<file path="src/rtl/citrus_irq_pkg.sv">
`default_nettype none
// ============================================================================
// Module      : citrus_irq_pkg
// Description : Shared constants, state encoding and helpers for the Citrus
//               interrupt request front-end.
//               Contents:
//                 NUM_IRQ / IRQ_ID_W : request line count and index width
//                 irq_state_t        : front-end state machine encoding
//                 IRQ_MASK_RST       : mask value after reset (all masked)
//                 IRQ_REQ_IDLE       : inactive level of the request vector
//                 irq_id_n_to_onehot : active-low index -> one-hot line mask
// Revision    : 1.0 - initial release
// ============================================================================
package citrus_irq_pkg;

    localparam int NUM_IRQ  = 8;
    localparam int IRQ_ID_W = 3;

    typedef enum logic [1:0] {
        IRQ_IDLE    = 2'd0,
        IRQ_REQ     = 2'd1,
        IRQ_SERVICE = 2'd2
    } irq_state_t;

    localparam logic [NUM_IRQ-1:0] IRQ_MASK_RST = 8'hFF;
    localparam logic [NUM_IRQ-1:0] IRQ_REQ_IDLE = 8'hFF;

    // The acknowledge carries the encoder's active-low index, so the line
    // being serviced is the bitwise inverse of the value on the bus.
    function automatic logic [NUM_IRQ-1:0] irq_id_n_to_onehot(
        input logic [IRQ_ID_W-1:0] id_n
    );
        logic [NUM_IRQ-1:0] w_one;
        w_one = {{(NUM_IRQ-1){1'b0}}, 1'b1};
        return w_one << (~id_n);
    endfunction

endpackage : citrus_irq_pkg
`default_nettype wire

</file>
<file path="src/rtl/irq_sync.sv">
`default_nettype none
// ============================================================================
// Module      : irq_sync
// Description : Single-bit multi-flop synchroniser for an asynchronous,
//               active-low request line. All stages reset to 1 so a line
//               reads as "no request" straight out of reset.
//               Ports:
//                 i_clk  : sampling clock
//                 i_rst  : synchronous active-high reset
//                 i_d    : asynchronous input
//                 o_q    : synchronised output (last stage)
//               Parameters:
//                 SYNC_STAGES : number of flops, 2 or more
// Revision    : 1.0 - initial release
// ============================================================================
module irq_sync #(
    parameter int SYNC_STAGES = 2
) (
    input  logic i_clk,
    input  logic i_rst,
    input  logic i_d,
    output logic o_q
);

    logic [SYNC_STAGES-1:0] r_sync_q;

    always_ff @(posedge i_clk) begin
        if (i_rst) begin
            r_sync_q <= '1;
        end else begin
            r_sync_q <= {r_sync_q[SYNC_STAGES-2:0], i_d};
        end
    end

    assign o_q = r_sync_q[SYNC_STAGES-1];

endmodule : irq_sync
`default_nettype wire

</file>
<file path="src/rtl/irq_request_latch.sv">
`default_nettype none
// ============================================================================
// Module      : irq_request_latch
// Description : Interrupt request front-end for the Citrus CPU. Synchronises
//               eight active-low device requests, latches them as pending,
//               applies a software mask and drives the active-low request
//               vector for the downstream 8-to-3 priority encoder. A CPU
//               acknowledge clears the serviced request and blocks further
//               requests until end-of-interrupt.
//               Ports:
//                 i_clk        : clock, rising edge
//                 i_rst        : synchronous active-high reset
//                 i_irq_n      : asynchronous requests, active-low, bit 7 highest
//                 i_mask_we    : mask write strobe
//                 i_mask_wdata : new mask, 1 = masked
//                 i_ack        : CPU acknowledge pulse
//                 i_ack_id_n   : active-low index sampled with i_ack
//                 i_eoi        : end-of-interrupt pulse
//                 o_req_n      : active-low request vector (registered)
//                 o_in_service : high while an interrupt is in service
//                 o_isr_id     : binary index of the line in service
//                 o_mask       : current mask
//               Configuration macro:
//                 IRQ_EDGE_TRIGGER_EN : defined  -> pending set on a
//                                       synchronised falling edge;
//                                       undefined -> level-sensitive.
// Revision    : 1.0 - initial release
// ============================================================================
module irq_request_latch
    import citrus_irq_pkg::*;
#(
    parameter int SYNC_STAGES = 2
) (
    input  logic                i_clk,
    input  logic                i_rst,
    input  logic [NUM_IRQ-1:0]  i_irq_n,
    input  logic                i_mask_we,
    input  logic [NUM_IRQ-1:0]  i_mask_wdata,
    input  logic                i_ack,
    input  logic [IRQ_ID_W-1:0] i_ack_id_n,
    input  logic                i_eoi,
    output logic [NUM_IRQ-1:0]  o_req_n,
    output logic                o_in_service,
    output logic [IRQ_ID_W-1:0] o_isr_id,
    output logic [NUM_IRQ-1:0]  o_mask
);

    // ------------------------------------------------------------------
    // Synchronisers
    // ------------------------------------------------------------------
    logic [NUM_IRQ-1:0] w_sync;

    generate
        for (genvar gi = 0; gi < NUM_IRQ; gi++) begin : g_sync
            irq_sync #(
                .SYNC_STAGES (SYNC_STAGES)
            ) u_irq_sync (
                .i_clk (i_clk),
                .i_rst (i_rst),
                .i_d   (i_irq_n[gi]),
                .o_q   (w_sync[gi])
            );
        end : g_sync
    endgenerate

    // ------------------------------------------------------------------
    // Capture events
    // ------------------------------------------------------------------
    logic [NUM_IRQ-1:0] w_set;

`ifdef IRQ_EDGE_TRIGGER_EN
    logic [NUM_IRQ-1:0] r_prev_q;

    always_ff @(posedge i_clk) begin
        if (i_rst) begin
            r_prev_q <= '1;
        end else begin
            r_prev_q <= w_sync;
        end
    end

    // Only a 1->0 transition of the synchronised line requests service, so
    // a line held low after acknowledge does not request again.
    assign w_set = r_prev_q & ~w_sync;
`else
    // Level mode: a low line keeps re-setting its pending bit, including the
    // cycle right after an acknowledge cleared it.
    assign w_set = ~w_sync;
`endif

    // ------------------------------------------------------------------
    // State, pending, mask
    // ------------------------------------------------------------------
    irq_state_t            r_state_q;
    irq_state_t            w_state_d;
    logic [NUM_IRQ-1:0]    r_pend_q;
    logic [NUM_IRQ-1:0]    w_pend_d;
    logic [NUM_IRQ-1:0]    r_mask_q;
    logic [NUM_IRQ-1:0]    w_mask_d;
    logic [IRQ_ID_W-1:0]   r_isr_id_q;
    logic [IRQ_ID_W-1:0]   w_isr_id_d;
    logic [NUM_IRQ-1:0]    r_req_n_q;
    logic [NUM_IRQ-1:0]    w_req_n_d;
    logic                  r_in_service_q;
    logic [NUM_IRQ-1:0]    w_clr;
    logic [NUM_IRQ-1:0]    w_active;

    assign w_active = r_pend_q & ~r_mask_q;

    always_comb begin
        w_state_d  = r_state_q;
        w_isr_id_d = r_isr_id_q;
        w_clr      = '0;

        case (r_state_q)
            IRQ_IDLE: begin
                if (|w_active) begin
                    w_state_d = IRQ_REQ;
                end
            end
            IRQ_REQ: begin
                // An ack is taken even if its line is not pending (spurious
                // vector); the CPU still closes it with EOI.
                if (i_ack) begin
                    w_state_d  = IRQ_SERVICE;
                    w_clr      = irq_id_n_to_onehot(i_ack_id_n);
                    w_isr_id_d = ~i_ack_id_n;
                end else if (!(|w_active)) begin
                    w_state_d = IRQ_IDLE;
                end
            end
            IRQ_SERVICE: begin
                if (i_eoi) begin
                    w_state_d = (|w_active) ? IRQ_REQ : IRQ_IDLE;
                end
            end
            default: begin
                w_state_d = IRQ_IDLE;
            end
        endcase

        // A new capture in the same cycle as the clear wins.
        w_pend_d = (r_pend_q & ~w_clr) | w_set;
        w_mask_d = i_mask_we ? i_mask_wdata : r_mask_q;

        // The request vector is computed from next-state values and then
        // registered, so it never carries a combinational input path.
        if (w_state_d == IRQ_SERVICE) begin
            w_req_n_d = IRQ_REQ_IDLE;
        end else begin
            w_req_n_d = ~(w_pend_d & ~w_mask_d);
        end
    end

    always_ff @(posedge i_clk) begin
        if (i_rst) begin
            r_state_q      <= IRQ_IDLE;
            r_pend_q       <= '0;
            r_mask_q       <= IRQ_MASK_RST;
            r_isr_id_q     <= '0;
            r_req_n_q      <= IRQ_REQ_IDLE;
            r_in_service_q <= 1'b0;
        end else begin
            r_state_q      <= w_state_d;
            r_pend_q       <= w_pend_d;
            r_mask_q       <= w_mask_d;
            r_isr_id_q     <= w_isr_id_d;
            r_req_n_q      <= w_req_n_d;
            r_in_service_q <= (w_state_d == IRQ_SERVICE);
        end
    end

    assign o_req_n      = r_req_n_q;
    assign o_in_service = r_in_service_q;
    assign o_isr_id     = r_isr_id_q;
    assign o_mask       = r_mask_q;

endmodule : irq_request_latch
`default_nettype wire

</file>
<file path="config.mk">
export PLATFORM = sky130hd
export DESIGN_NAME = irq_request_latch
export DESIGN_NICKNAME = d
export VERILOG_FILES = /design/src/rtl/citrus_irq_pkg.sv /design/src/rtl/irq_sync.sv /design/src/rtl/irq_request_latch.sv
export SDC_FILE = /design/constraint.sdc
export NUM_CORES = 1
export LEC_CHECK = 0
export CAP_MARGIN = 10
export CORE_ASPECT_RATIO = 0.75
export CORE_MARGIN = 5
export CORE_UTILIZATION = 54
export DETAILED_ROUTE_END_ITERATION = 10
export DONT_BUFFER_PORTS = 1
export GPL_TIMING_DRIVEN = 0
export PLACE_DENSITY = 0.69
export SETUP_SLACK_MARGIN = 0.1
export SLEW_MARGIN = 0
export SYNTH_ARGS = -nofsm -noshare
export SYNTH_HDL_FRONTEND = slang
export SYNTH_SLANG_ARGS = --single-unit
</file>
<file path="constraint.sdc">
create_clock -name i_clk -period 2.5 [get_ports i_clk]
set_clock_uncertainty 0.05 [all_clocks]
set_input_delay 0.5 -clock i_clk [delete_from_list [all_inputs] [get_ports i_clk]]
set_output_delay 0.5 -clock i_clk [all_outputs]
set_load 0.03 [all_outputs]
</file>
==> results.txt <==
Outcome -> completed
Data required, critical path -> 2.68 ns
Mapped Area -> 0.00153 mm2
Worst vdd ir -> 0.000445 V
Pre-CTS WS -> 0.955 ns
Share of the synthesized area in the top cell type -> 60.0%
WL final -> 2.86 mm
Crit path largest cell delay -> 0.77 ns
CTS clk-pin slew, worst paths -> 0.08 ns
Final Util -> 62.4%
Synth area leaders -> dfxtp_1, or2_2, nor2b_1
Buf/Inv on CP -> 0
CP Capture Type -> flip-flop
PortBufs -> 0
Final Critical Period -> 1.50 ns
Crit path DAT -> 1.67 ns
Initial antenna violation count -> 0
GRT Total Usage -> 14.8%
Setup TNS Final -> 0 ns
Fin crit share -> 59.9%
Cell mode on critical path -> nor2_1
Cell chain of the critical path -> nor3b_1 -> nor2_1 -> nor2_1
Die width -> 71.5 um
Commonest non-fill, non-tap cell in the layout -> dfxtp_1
Inserted Diodes -> 0
Vias in the first global route -> 974
Endpoints failing hold -> 0
CP max-delay cell -> nor3b_1
Worst Hold Margin -> 0.253 ns
Share of cells above drive strength 1 -> 16.9%
Initial Util -> 57.6%
Root Driver -> clkbuf_8
GRT Residual Overflow -> 0
H-Tree Depth -> 2
RD Place Congestion -> 0.775
Die area -> 0.00402 mm2
RSZ-0062 raised after global routing -> no
Fmax -> 667 MHz
Final #Nets -> 179
Fill cells -> 221
CTS tree -> done
Cells after DPL -> 184
ANT nets after route -> 0
Placed Area -> 0.00158 mm2
Finished Layout Cells -> 190
Yosys warns -> 0
Relative slew slack -> 39.6%
CP startpoint kind -> flip-flop
Pin count of the biggest net entering global routing -> 13
CTS max path bufs -> 2
Worst Max-Slew Pin Slew -> 0.905 ns
# hold bufs at CTS -> 0
Synthesized netlist cell count -> 148
Number of detailed-route iterations in the first pass -> 4
CTS sink cnt -> 46
Power Dens Cells -> 795 mW/mm2
Routed vias -> 1020
Crit Path Class -> reg2reg
Syn Nets -> 172
Core Region -> 0.00266 mm2
Final setup violation count -> 0
Residual DRC count -> 0
HPWL Detailed -> 2.18 mm
Total power -> 1.32 mW
Sequential area share after synthesis -> 60.0%
Final Max Slew Viols -> 0
Io pins -> 44
Yosys top cell by area -> dfxtp_1
Row count -> 16
Post-CTS Setup Bufs -> 0
Vias per inst -> 5.37
Avg Cell Area, Syn -> 10.4 um2
First-pass GRT wire length -> 4.57 mm
#FFs+latches synth -> 46
Netlist cell types -> 25
CTS Buf Count -> 5
Pleak -> 0.627 nW
Final setup margin -> 1.00 ns
Clk_lat worst skew -> 0.29 ns
Design area -> 0.00166 mm2
Hold crit path type -> in2reg
Most frequent cells in the layout -> dfxtp_1, or2_2, nor2b_1, a21oi_1, nand2_1
Die Span Y -> 56.2 um
Iter 0 DRT Violations -> 38
Crit path max-delay family -> simple AND/OR/NAND/NOR gates
# resized after CTS -> 0
Worst-path fanout max -> 9
Layout area overhead -> 8.32%
DR WL/cell -> 15.0 um
Number of max-cap violations -> 0
## layer usage
metal  vias up  part of all wire [%]  global-route usage [%]
li1        520                     -                       -
met1       458                    47                    18.6
met2        38                    42                    20.5
met3         4                    11                    9.39
met4         0                  0.95                    4.83
met5         -                     0                       0
## sequential cells by signal (all words and copies together), names as in the netlist
register and count:
g_sync.u_irq_sync.r_sync_q 16, o_in_service 1, o_isr_id 3, o_mask 8
o_req_n 8, r_pend_q 8, r_state_q 2
## synthesized netlist by cell type, drive strengths merged
| master | count |
|---|---|
| clkbuf | 3 |
| nor2b | 11 |
| a311oi | 1 |
| nand2b | 3 |
| inv | 7 |
| nand3 | 1 |
| and3b | 1 |
| a21oi | 10 |
| mux2i | 2 |
| o21ai | 7 |
| a22oi | 2 |
| nand2 | 9 |
| nor3b | 1 |
| buf | 2 |
| or2 | 16 |
| o31ai | 2 |
| o211ai | 5 |
| nor2 | 6 |
| a211oi | 2 |
| dfxtp | 46 |
| nand4b | 1 |
| nand4bb | 1 |
| or4 | 8 |
| a2111oi | 1 |
## final timing paths
path	from	to	slack, ns	depth (start not counted)
hold reg to reg	g_sync[0].u_irq_sync.r_sync_q[0]$_SDFF_PP1_	g_sync[0].u_irq_sync.r_sync_q[1]$_SDFF_PP1_	0.36	1
setup reg to reg	r_state_q[0]$_SDFF_PP0_	o_in_service$_SDFF_PP0_	1.00	3
setup / recovery	r_state_q[0]$_SDFF_PP0_	o_in_service$_SDFF_PP0_	1.00	3
hold / removal	i_ack_id_n[0]	o_isr_id[0]$_SDFFE_PP0P_	0.25	1
## logic make-up after synthesis
family	Yosys count	synth area share, %
AO/OA/AOI/OAI	30	12.1
buffers and inverters	12	3.51
flip-flops	46	60.0
multiplexers	2	1.31
AND/OR/NAND/NOR	58	23.1
## power by group
group	switching, mW	leakage, nW	internal (mW)
Clock	0.214	0.0431	0.213
Sequential	0.0521	0.379	0.769
Combinational	0.0378	0.205	0.0349
## worst register-to-register path: cells and delay by family, from the launching register on
kind             cells  cell delay, ns
and+or+nand+nor      3            1.02
DFF                  1            0.37
## area by class of cell
type	count	area (um2)	area share (%)
Multi-Input combinational cell	90	559	33.7
Buffer	5	27.5	1.66
Tap cell	36	45.0	2.71
Sequential cell	46	921	55.4
Inverter	7	26.3	1.58
Clock buffer	6	82.6	4.97
Power figures use the tool's default switching activity.
